===== config.mk =====
export PLATFORM = sky130hd
export DESIGN_NAME = uart_rx
export DESIGN_NICKNAME = d
export VERILOG_FILES = /design/src/rtl/uart_rx.sv
export SDC_FILE = /design/constraint.sdc
export NUM_CORES = 1
export LEC_CHECK = 0
export BUFFER_PORTS_ARGS = -buffer_cell sky130_fd_sc_hd__buf_4
export CAP_MARGIN = 30
export CORE_ASPECT_RATIO = 1.2
export CORE_MARGIN = 5
export CORE_UTILIZATION = 35
export CTS_BUF_LIST = sky130_fd_sc_hd__clkbuf_4 sky130_fd_sc_hd__clkbuf_8
export DETAILED_ROUTE_END_ITERATION = 10
export PLACE_DENSITY_LB_ADDON = 0.2
export SETUP_SLACK_MARGIN = 0.2
export SYNTH_ARGS = -nofsm -noshare
export SYNTH_HDL_FRONTEND = slang
export SYNTH_SLANG_ARGS = --single-unit

===== constraint.sdc =====
create_clock -name clk -period 4.3 [get_ports clk]
set_clock_uncertainty 0.15 [all_clocks]
set_input_delay 0.215 -clock clk [delete_from_list [all_inputs] [get_ports clk]]
set_output_delay 0.215 -clock clk [all_outputs]
set_load 0.01 [all_outputs]

===== src/rtl/uart_rx.sv =====
// UART receiver: synchronises the serial line, samples each bit at mid-bit,
// checks the stop bit and presents each recovered word on a valid/ready port.
module uart_rx #(
    parameter int DATA_WIDTH = 8,
    parameter int BAUD_RATE  = 115200,
    parameter int CLK_FREQ   = 100_000_000
) (
    input  logic                  clk,
    input  logic                  rst,
    input  logic                  rx_sig,
    output logic [DATA_WIDTH-1:0] data,
    output logic                  valid,
    input  logic                  ready,
    output logic                  frame_err,
    output logic                  overrun
);

    localparam int PULSE_WIDTH = CLK_FREQ / BAUD_RATE;
    localparam int BAUD_W      = $clog2(PULSE_WIDTH);
    localparam int IDX_W       = $clog2(DATA_WIDTH + 1);
    localparam int SYNC_STAGES = 2;

    localparam logic [BAUD_W-1:0] HALF_LAST = BAUD_W'(PULSE_WIDTH / 2 - 1);
    localparam logic [BAUD_W-1:0] FULL_LAST = BAUD_W'(PULSE_WIDTH - 1);
    localparam logic [BAUD_W-1:0] BAUD_ONE  = BAUD_W'(1);
    localparam logic [IDX_W-1:0]  IDX_LAST  = IDX_W'(DATA_WIDTH - 1);
    localparam logic [IDX_W-1:0]  IDX_ONE   = IDX_W'(1);

    typedef enum logic [1:0] {
        IDLE,
        START,
        DATA,
        STOP
    } state_t;

    // Synchroniser chain: tap 0 is the raw pin, the last tap is rx_s.
    wire [SYNC_STAGES:0] sync_tap;
    logic                rx_s;

    assign sync_tap[0] = rx_sig;

    genvar gi;
    generate
        for (gi = 0; gi < SYNC_STAGES; gi = gi + 1) begin : g_sync
            logic stage_reg;

            always_ff @(posedge clk) begin
                if (rst) begin
                    stage_reg <= 1'b1;
                end else begin
                    stage_reg <= sync_tap[gi];
                end
            end

            assign sync_tap[gi+1] = stage_reg;
        end
    endgenerate

    assign rx_s = sync_tap[SYNC_STAGES];

    state_t                  state_reg,     state_next;
    logic [BAUD_W-1:0]       baud_cnt_reg,  baud_cnt_next;
    logic [IDX_W-1:0]        bit_idx_reg,   bit_idx_next;
    logic [DATA_WIDTH-1:0]   shift_reg,     shift_next;
    logic                    prev_reg;
    logic [DATA_WIDTH-1:0]   data_reg,      data_next;
    logic                    valid_reg,     valid_next;
    logic                    frame_err_reg, frame_err_next;
    logic                    overrun_reg,   overrun_next;

    always_ff @(posedge clk) begin
        if (rst) begin
            state_reg     <= IDLE;
            baud_cnt_reg  <= '0;
            bit_idx_reg   <= '0;
            shift_reg     <= '0;
            prev_reg      <= 1'b1;
            data_reg      <= '0;
            valid_reg     <= 1'b0;
            frame_err_reg <= 1'b0;
            overrun_reg   <= 1'b0;
        end else begin
            state_reg     <= state_next;
            baud_cnt_reg  <= baud_cnt_next;
            bit_idx_reg   <= bit_idx_next;
            shift_reg     <= shift_next;
            prev_reg      <= rx_s;
            data_reg      <= data_next;
            valid_reg     <= valid_next;
            frame_err_reg <= frame_err_next;
            overrun_reg   <= overrun_next;
        end
    end

    always_comb begin
        state_next     = state_reg;
        baud_cnt_next  = baud_cnt_reg;
        bit_idx_next   = bit_idx_reg;
        shift_next     = shift_reg;
        data_next      = data_reg;
        valid_next     = valid_reg;
        frame_err_next = 1'b0;
        overrun_next   = 1'b0;

        // A consumed word frees the slot; a load below on the same edge wins.
        if (valid_reg && ready) begin
            valid_next = 1'b0;
        end

        case (state_reg)
            IDLE: begin
                if (prev_reg && !rx_s) begin
                    state_next    = START;
                    baud_cnt_next = '0;
                end
            end

            START: begin
                if (baud_cnt_reg == HALF_LAST) begin
                    baud_cnt_next = '0;
                    bit_idx_next  = '0;
                    state_next    = rx_s ? IDLE : DATA;
                end else begin
                    baud_cnt_next = baud_cnt_reg + BAUD_ONE;
                end
            end

            DATA: begin
                if (baud_cnt_reg == FULL_LAST) begin
                    // LSB arrives first, so after DATA_WIDTH shifts it sits at bit 0.
                    shift_next    = {rx_s, shift_reg[DATA_WIDTH-1:1]};
                    baud_cnt_next = '0;
                    bit_idx_next  = bit_idx_reg + IDX_ONE;
                    if (bit_idx_reg == IDX_LAST) begin
                        state_next = STOP;
                    end
                end else begin
                    baud_cnt_next = baud_cnt_reg + BAUD_ONE;
                end
            end

            STOP: begin
                if (baud_cnt_reg == FULL_LAST) begin
                    // Leave at mid stop bit so an immediately following start edge is seen.
                    state_next    = IDLE;
                    baud_cnt_next = '0;
                    if (!rx_s) begin
                        frame_err_next = 1'b1;
                    end else if (!valid_reg || ready) begin
                        data_next  = shift_reg;
                        valid_next = 1'b1;
                    end else begin
                        overrun_next = 1'b1;
                    end
                end else begin
                    baud_cnt_next = baud_cnt_reg + BAUD_ONE;
                end
            end

            default: begin
                state_next = IDLE;
            end
        endcase
    end

    assign data      = data_reg;
    assign valid     = valid_reg;
    assign frame_err = frame_err_reg;
    assign overrun   = overrun_reg;

endmodule


==> flow_summary_export.csv <==
group,metric,value,unit
synthesis,synth.cell_area,1669,sq um
pwr,p_sw_share,21.12,%
clock_tree,cts_root_buf,"clkbuf_8",
worst_setup_path,critPathCaptureType,"flip-flop",
global_route,antenna_found_initial,0,
global_route,grt_pass1_wl,5.885,mm
drt,drcViolationCount,0,
worst_setup_path,r2r_slack,2.18,ns
global_route,overflow,0,
synthesis,synth-main-ff-cell,"dfxtp_1",
pwr,combinationalPowerShare,4.3,%
worst_hold_path,min_path_type,"input pin to flip-flop",
drt,wl,3.430,mm
pwr,p_leak,0.0007424,uW
synthesis,synth_nets,189,
drt,drt_iter0_drc,62,
synthesis,async_flop_share,0,%
clock_tree,cts_tree,"done",
timing,setup-violations-final,0,
final_layout,diodes,0,
place,hpwl,2.328,mm
pwr,powerDensity,386.6,nW/um^2
timing,post-route-period-util,49.20,%
timing,setup_ws,2.184,ns
drt,postRouteAntennaNets,0,
place,place_ws,2.206,ns
place,port_buffers,14,
clock_tree,cts_resized,0,
clock_tree,post-cts-setup-buffers,0,
synthesis,ys_seq_area_share,45.58,%
synthesis,synth-seq-cells,38,
final_layout,fin_area,1962,sq um
synthesis,synth-edff-count,0,
clock_tree,cts.sinks,38,
timing,rsz0062_at_grt,"false",
global_route,grt_pass1_vias,1283,
worst_setup_path,cp.arrival,2.19,ns
drt,num_vias,1317,
pwr,p_clk_share,48.4,%
clock_tree,clockBufferDepth,2,
timing,max_slew_margin,66.42,%
clock_tree,cts.htree.levels,2,
worst_setup_path,cp_max_fo,13,
synthesis,synth.avg_cell_area,9.171,sq um
clock_tree,cts_made_buffers,5,
timing,setup_tns,0,ns
floorplanning,die_y,85.65,um
timing,period_minus_slack,2.116,ns
drt,firstDrtPassIters,4,
floorplanning,start_util,36.33,%
floorplanning,die_w,73.04,um
pwr,power.internal,598.2,uW
timing,slew_viol_final,0,
floorplanning,rows,27,
floorplanning,ios,15,
pwr,seqPwrFrac,47.3,%
timing,final_hold_viol_count,0,
timing,worst_pin_slew,0.5036,ns
timing,fmax,472.7,MHz
global_route,grt_max_degree,37,
worst_setup_path,worstSetupStartpointType,"flip-flop",
floorplanning,dieArea,6256,sq um
place,place_congestion,0.8175,
worst_setup_path,crit_required,4.38,ns
synthesis,netlist_instances,182,
final_layout,area_growth,17.54,%
worst_setup_path,crit_type,"flip-flop to flip-flop",
run_status,status,"finished, final reports clean",
synthesis,yosysUniqueCellTypes,37,
final_layout,layoutNonFillerInstCount,256,
drt,drt-wirelength-per-cell,13.40,um
job,maxCapViolCount,0,
final_layout,finalNetCount,204,
clock_tree,clk_pin_slew,0.08,ns
place,postPlaceCellArea,1814,sq um
pwr,vdd_drop_max,0.0001971,V
pwr,power.switching,160.2,uW
clock_tree,hold_buffers,1,
final_layout,layout-drive-gt1-share,16.16,%
drt,avgViaCountPerCell,5.145,
floorplanning,core,4594,sq um
synthesis,yosys_warnings,0,
place,placed_cells,247,
timing,fin_hold_ws,0.09466,ns
clock_tree,clk_latency,0.29,ns
final_layout,largest_reg_flops,10,
global_route,grt.total_usage,11.81,%
==> layer usage <==
metal	part of all wire, %	vias up	GRT usage, %
met5	0	-	0
met4	1.7	0	4.027
met3	4.3	5	3.986
met2	47	24	19.12
met1	48	617	14.46
li1	-	671	-
==> power by group through the flow <==
stage	Combinational, uW	Clock (uW)	Sequential [uW]
6_report	32.5	367	359
5_1_grt	35.6	389	359
4_1_cts	32.0	373	359
3_5_place_dp	31.0	0	367
3_3_place_gp	30.7	0	367
2_1_floorplan	23.0	0	366
==> stage by stage <==
step	utilization [%]	total power, uW
after CTS	42.70	763.8
after global placement	39.49	397.5
after floorplan	-	388.7
after detailed placement	39.49	397.9
final	42.70	758.4
after global routing	42.70	783.7
==> Yosys cell counts, types with 2 or more instances <==
cell type	count	area (sq um)
inv_1	3	11.26
dfxtp_1	38	760.7
clkbuf_1	5	18.77
nand2_1	15	56.30
a31oi_1	6	37.54
and4bb_2	2	25.02
a21oi_1	7	35.03
ha_1	3	37.54
nor2_1	23	86.33
xor2_1	2	17.52
nand3_1	9	45.04
or3_1	5	31.28
nand2b_1	2	12.51
nand3b_1	4	30.03
o21ai_0	5	25.02
or2_2	3	18.77
o211ai_1	2	15.01
mux2i_1	18	180.2
nand3_2	2	20.02
and3_1	4	25.02
buf_2	2	10.01
nand4_1	3	18.77
nor3_1	5	25.02
==> cells by family (layout without fill, tap and decap cells) <==
family,after synthesis,in the layout,synth area share [%]
xor gates and xnor gates,2,2,1.050
AOI/OAI and AO/OA,26,26,9.521
buffers and inverters,11,27,3.074
and+or+nand+nor,84,84,27.74
DFF,38,38,45.58
adders and majority gates,3,3,2.249
muxes,18,18,10.79
==> placed cells by master, fill, tap and decap left out, drive strengths merged, types with 2 or more instances in the layout <==
cell,instances
and4bb,2
nand3,11
bufinv,2
a31oi,6
nand4,3
ha,3
and3,4
a21oi,7
o21ai,5
xor2,2
nand2b,2
inv,3
dfxtp,38
or2,3
buf,15
mux2i,18
clkbuf,5
nand3b,4
nor3,5
or3,5
nand2,15
o211ai,2
nor2,24
==> critical path, stage by stage (launching register included) <==
cell,delay [ns]
dfxtp_1,0.40
ha_1,0.26
and4bb_2,0.27
nand3_2,0.13
a21o_1,0.36
or3_1,0.35
a21oi_1,0.13
==> worst paths after layout <==
path,startpoint,endpoint,depth (start not counted)
min,ready,overrun$_SDFF_PP0_,3
max reg2reg,baud_cnt_reg[0]$_SDFFE_PP0P_,flip-flop,6
max,baud_cnt_reg[0]$_SDFFE_PP0P_,flip-flop,6
min reg2reg,g_sync[0].stage_reg$_SDFF_PP1_,g_sync[1].stage_reg$_SDFF_PP1_,1
==> final cells by class <==
| cell class | instances | area [sq um] |
|---|---|---|
| fill | 481 | 2633 |
| multi-input combinational | 133 | 857.1 |
| sequential | 38 | 760.7 |
| timing repair buffer | 16 | 122.6 |
| tap | 58 | 72.57 |
| clock buffer | 5 | 68.82 |
| clock inverter | 3 | 68.82 |
| inverter | 3 | 11.26 |
Note: power is estimated with default switching activity, not from simulation.
